File: src/rtl/text_tag_word_counter.sv
// Streaming word counter: finds "DLAB_TAG", then counts letter runs of exactly WORD_LEN
// until "DLAB_END", using an 8-byte delay window so tag bytes never reach the word logic.
module text_tag_word_counter #(
  parameter int unsigned WORD_LEN  = 3,
  parameter int unsigned COUNT_W   = 16,
  parameter logic [31:0] MAX_BYTES = 32'd4194304
) (
  input  logic               clk,
  input  logic               reset_n,
  input  logic               start,
  input  logic [7:0]         byte_data,
  input  logic               byte_valid,
  output logic               byte_ready,
  output logic               found_start,
  output logic               done,
  output logic               error,
  output logic [COUNT_W-1:0] word_count
);

  localparam logic [63:0] StartTag = "DLAB_TAG";
  localparam logic [63:0] EndTag   = "DLAB_END";
  localparam logic [7:0]  RunMax   = 8'hFF;
  localparam logic [7:0]  WordLen8 = 8'(WORD_LEN);

  typedef enum logic [1:0] {StIdle, StSearch, StScan, StDone} state_e;

  state_e               state_q, state_d;
  logic [63:0]          window_q, window_d;
  logic [3:0]           fill_q, fill_d;
  logic [7:0]           run_q, run_d;
  logic [31:0]          bytes_q, bytes_d;
  logic                 found_q, found_d;
  logic                 done_q, done_d;
  logic                 error_q, error_d;
  logic [COUNT_W-1:0]   count_q, count_d;

  logic [63:0]          shifted;
  logic [7:0]           evict;
  logic [31:0]          bytes_inc;
  logic [7:0]           run_after;
  logic [COUNT_W-1:0]   count_after, term_count;
  logic                 accept;

  function automatic logic is_letter(input logic [7:0] c);
    return ((c >= 8'h41) && (c <= 8'h5A)) || ((c >= 8'h61) && (c <= 8'h7A));
  endfunction

  function automatic logic [COUNT_W-1:0] sat_inc(input logic [COUNT_W-1:0] v);
    return (v == '1) ? v : v + COUNT_W'(1);
  endfunction

  assign byte_ready  = (state_q == StSearch) || (state_q == StScan);
  assign found_start = found_q;
  assign done        = done_q;
  assign error       = error_q;
  assign word_count  = count_q;

  assign accept    = byte_valid && byte_ready;
  assign shifted   = {window_q[55:0], byte_data};
  assign evict     = window_q[63:56];
  assign bytes_inc = bytes_q + 32'd1;

  // Word logic applied to the byte leaving the delay window (only once it is full).
  always_comb begin
    run_after   = run_q;
    count_after = count_q;
    if (fill_q == 4'd8) begin
      if (is_letter(evict)) begin
        run_after = (run_q == RunMax) ? run_q : run_q + 8'd1;
      end else begin
        if (run_q == WordLen8) count_after = sat_inc(count_q);
        run_after = 8'd0;
      end
    end
    // End tag closes the pending run as if a non-letter followed.
    term_count = (run_after == WordLen8) ? sat_inc(count_after) : count_after;
  end

  always_comb begin
    state_d  = state_q;
    window_d = window_q;
    fill_d   = fill_q;
    run_d    = run_q;
    bytes_d  = bytes_q;
    found_d  = found_q;
    done_d   = done_q;
    error_d  = error_q;
    count_d  = count_q;

    if (start) begin
      state_d  = StSearch;
      window_d = 64'h0;
      fill_d   = 4'd0;
      run_d    = 8'd0;
      bytes_d  = 32'd0;
      found_d  = 1'b0;
      done_d   = 1'b0;
      error_d  = 1'b0;
      count_d  = '0;
    end else if (accept) begin
      window_d = shifted;
      bytes_d  = bytes_inc;
      fill_d   = (fill_q == 4'd8) ? 4'd8 : fill_q + 4'd1;
      if (bytes_inc == MAX_BYTES) begin
        done_d  = 1'b1;
        error_d = 1'b1;
        state_d = StDone;
      end else if (state_q == StSearch) begin
        if (shifted == StartTag) begin
          state_d = StScan;
          found_d = 1'b1;
          fill_d  = 4'd0;
          run_d   = 8'd0;
        end
      end else begin
        if (shifted == EndTag) begin
          count_d = term_count;
          run_d   = 8'd0;
          done_d  = 1'b1;
          state_d = StDone;
        end else begin
          run_d   = run_after;
          count_d = count_after;
        end
      end
    end
  end

  always_ff @(posedge clk) begin
    if (!reset_n) begin
      state_q  <= StIdle;
      window_q <= 64'h0;
      fill_q   <= 4'd0;
      run_q    <= 8'd0;
      bytes_q  <= 32'd0;
      found_q  <= 1'b0;
      done_q   <= 1'b0;
      error_q  <= 1'b0;
      count_q  <= '0;
    end else begin
      state_q  <= state_d;
      window_q <= window_d;
      fill_q   <= fill_d;
      run_q    <= run_d;
      bytes_q  <= bytes_d;
      found_q  <= found_d;
      done_q   <= done_d;
      error_q  <= error_d;
      count_q  <= count_d;
    end
  end

endmodule
File: config.mk
export PLATFORM = sky130hd
export DESIGN_NAME = text_tag_word_counter
export DESIGN_NICKNAME = d
export VERILOG_FILES = /design/src/rtl/text_tag_word_counter.sv
export SDC_FILE = /design/constraint.sdc
export NUM_CORES = 1
export LEC_CHECK = 0
export CORE_MARGIN = 2
export CORE_UTILIZATION = 53
export DETAILED_ROUTE_END_ITERATION = 16
export DONT_BUFFER_PORTS = 1
export PLACE_DENSITY = 0.65
export SETUP_SLACK_MARGIN = 0.1
export SLEW_MARGIN = 0
export SYNTH_ARGS = -nofsm -noshare
export SYNTH_HDL_FRONTEND = slang
export SYNTH_SLANG_ARGS = --single-unit
File: constraint.sdc
create_clock -name clk -period 9.57 [get_ports clk]
set_input_delay 1.914 -clock clk [delete_from_list [all_inputs] [get_ports clk]]
set_output_delay 1.914 -clock clk [all_outputs]
set_load 0.01 [all_outputs]
==> results_dict.tcl <==
set metrics [dict create \
    worst-setup-path-type "reg2reg" \
    detailed_place_hpwl_um 12100 \
    clock_latency_ps 420 \
    vias 6760 \
    cp-start-kind "flop" \
    path_clk_slew_ps 60 \
    rsz0062_at_grt "false" \
    fin_worst_skew_ps 7.01 \
    tightest_slew_ps 1070 \
    crit_required_ps 9870 \
    p_leak_uw 0.00240 \
    ctsRootBufferMaster "clkbuf_16" \
    placed_area_sq_um 7190 \
    synth-async-reset-ratio_pct 0 \
    slew_viol_final 0 \
    cts-htree-levels 4 \
    hold_class "reg2reg" \
    dp_worst_setup_slack_ps 4960 \
    cp-startpoint "run_q[0]$_SDFFE_PP0P_" \
    area_delta_synth_final_pct 8.49 \
    synth_cell_types 73 \
    whs_ps 452 \
    grt_first_pass_wirelength_um 30300 \
    hp-start "window_q[62]$_SDFFE_PP0P_" \
    cts_buffer_depth 2 \
    cts_tree "yes" \
    fin_nets 928 \
    port_buffers 0 \
    initialDrtViolationCount 694 \
    post-route-period-util_pct 50.1 \
    num_rows 42 \
    postCtsSetupBuffers 0 \
    synthesis.nets 966 \
    maxSlewHeadroom_pct 28.9 \
    syn_inst 946 \
    r2r-start "run_q[0]$_SDFFE_PP0P_" \
    cp-end-kind "flop" \
    yosys.area.top_type_share_pct 35.7 \
    hold_viol 0 \
    routed_wl_um 18000 \
    grt_overflow 0 \
    synth_seq_cells 128 \
    synth_area_leaders "dfxtp_1 36%, nand2_1 9.7%, a21oi_1 7.3%" \
    ir_drop_v 0.000160 \
    layout_setup_ws_ps 4780 \
    drv_cap 0 \
    power.density_nw_per_um2 158 \
    fmax_mhz 209 \
    status "completed" \
    yosys_warnings 0 \
    avgRoutedWirePerCell_um 16.5 \
    ios 32 \
    setup_viol 0 \
    cp_max_fo 12 \
    synth_edf_count 0 \
    grt_pass1_vias 6162 \
    globalplace.congestion 1.03 \
    numCtsBuffers 17 \
    initial_utilization_pct 54.2 \
    grt_max_degree 106 \
    ant_nets 0 \
    num_antenna_cells 0 \
    cts_hold_buf 0 \
    coreArea_sq_um 13200 \
    dieArea_sq_um 14500 \
    die_w_um 120 \
    cts-resized-gates 0 \
    die_height_um 120 \
    firstDrtPassIters 6 \
    antenna_found_initial 0 \
    grt_usage_pct 25.7 \
    final_area_sq_um 7780 \
    yosysTopAreaCell "dfxtp_1" \
    syn_area_sq_um 7170 \
    post-route-min-period_ps 4790 \
    drive_gt1_share_pct 6.32 \
    clock_sinks 128 \
    vias_per_cell 6.18 \
    synth.avg_cell_area_sq_um 7.58 \
    drc_errors 0 \
    timing.setup.tns_ps 0 \
    worstPathArrival_ps 5090 \
    yosysSeqAreaShare_pct 35.7 \
    synth_ff_type "dfxtp_1" \
]
[final timing paths]
path                                end  slack (ps)  depth (start not counted)
min           window_q[62]$_SDFFE_PP0P_         450                          2
max reg2reg  word_count[6]$_SDFFE_PP0P_        4780                         14
min reg2reg   window_q[62]$_SDFFE_PP0P_         450                          2
max          word_count[6]$_SDFFE_PP0P_        4780                         14
[worst max-delay path, cell delays in order (launching register included)]
cell	delay [ps]
dfxtp_1	420
ha_1	340
and4b_1	270
nand3_1	110
a21oi_1	730
nand2_1	320
xnor2_1	230
ha_1	210
nor2b_1	150
nand4_1	130
a222oi_1	440
nand4_1	480
and4b_1	430
nand3_1	80
or3b_1	340
[flip-flops by register name, indices dropped and copies added, names as in the netlist]
| register | flops |
|---|---|
| bytes_q | 32 |
| word_count | 16 |
| error | 1 |
| found_start | 1 |
| state_q | 2 |
| window_q | 63 |
| run_q | 8 |
| fill_q | 4 |
| done | 1 |
[stage by stage]
stage | total power (uW) | utilization, % | cells
after floorplan | 575 | - | 946
after global placement | 583 | 54.3 | 1065
after detailed placement | 583 | 54.3 | 1065
after CTS | 1240 | 58.8 | 1094
after global routing | 1270 | 58.8 | 1094
final | 1230 | 58.8 | 1094
[cell usage in the layout, fill, tap and decap left out, types with 4 or more instances in the layout]
master	n
dfxtp_1	128
and2_1	11
clkbuf_16	17
and4_1	9
nor2_1	64
xnor2_1	16
o21ai_0	17
mux2i_1	9
a211oi_1	5
nor4bb_1	6
buf_4	5
nand3b_1	5
nor4_1	13
nand2_1	185
xor2_1	25
a2111oi_0	4
ha_1	8
a31oi_1	6
nor2b_1	10
o211ai_1	4
a21oi_1	104
nor4b_1	12
nor3_1	23
a31o_2	5
nand4_1	32
or3_1	16
o221a_2	4
or4_1	11
and3_1	18
nand3_1	42
o31ai_1	4
inv_1	21
nor3b_1	4
[power by group]
part           internal, uW  leakage [uW]  switching (uW)  total (uW)
Clock                   419      0.000284             236         655
Combinational          7.14       0.00108            27.5        34.6
Sequential              535       0.00103            2.12         537
[final cells by class]
type | instances | area [sq um]
tap | 176 | 220
timing repair buffer | 5 | 37.5
fill | 1266 | 5460
clock inverter | 9 | 136
inverter | 21 | 78.8
sequential | 128 | 2560
clock buffer | 20 | 457
multi-input combinational | 735 | 4290
[layer usage]
layer  part of all wire, %  GRT usage, %  routed length [um]  vias up
met4                   1.3          7.49                 243        0
met1                    46          34.0                8210     3206
met3                   5.4          5.80                 977       23
li1                      -             -                   -     3331
met2                    48          42.0                8590      200
met5                     0             0                   0        -
[cells in the mapped netlist (all sizes together), types with 16 or more instances]
| cell type | n |
|---|---|
| nand2 | 186 |
| dfxtp | 128 |
| a21oi | 104 |
| nor2 | 65 |
| nand3 | 43 |
| clkbuf | 34 |
| nand4 | 33 |
| buf | 28 |
| xor2 | 25 |
| nor3 | 24 |
| inv | 21 |
| and3 | 18 |
| nor4 | 17 |
| o21ai | 17 |
| or3 | 16 |
| xnor2 | 16 |
[kinds of logic after synthesis]
| logic type | count (synthesis) | share of synthesized area, % |
|---|---|---|
| adder cells (fa/ha/maj) | 8 | 1.40 |
| AO/OA/AOI/OAI | 190 | 16.7 |
| buffers and inverters | 83 | 4.71 |
| flip-flops | 128 | 35.7 |
| AND/OR/NAND/NOR | 486 | 35.1 |
| multiplexers | 10 | 1.41 |
| XOR/XNOR | 41 | 5.01 |
Power figures use the tool's default switching activity.
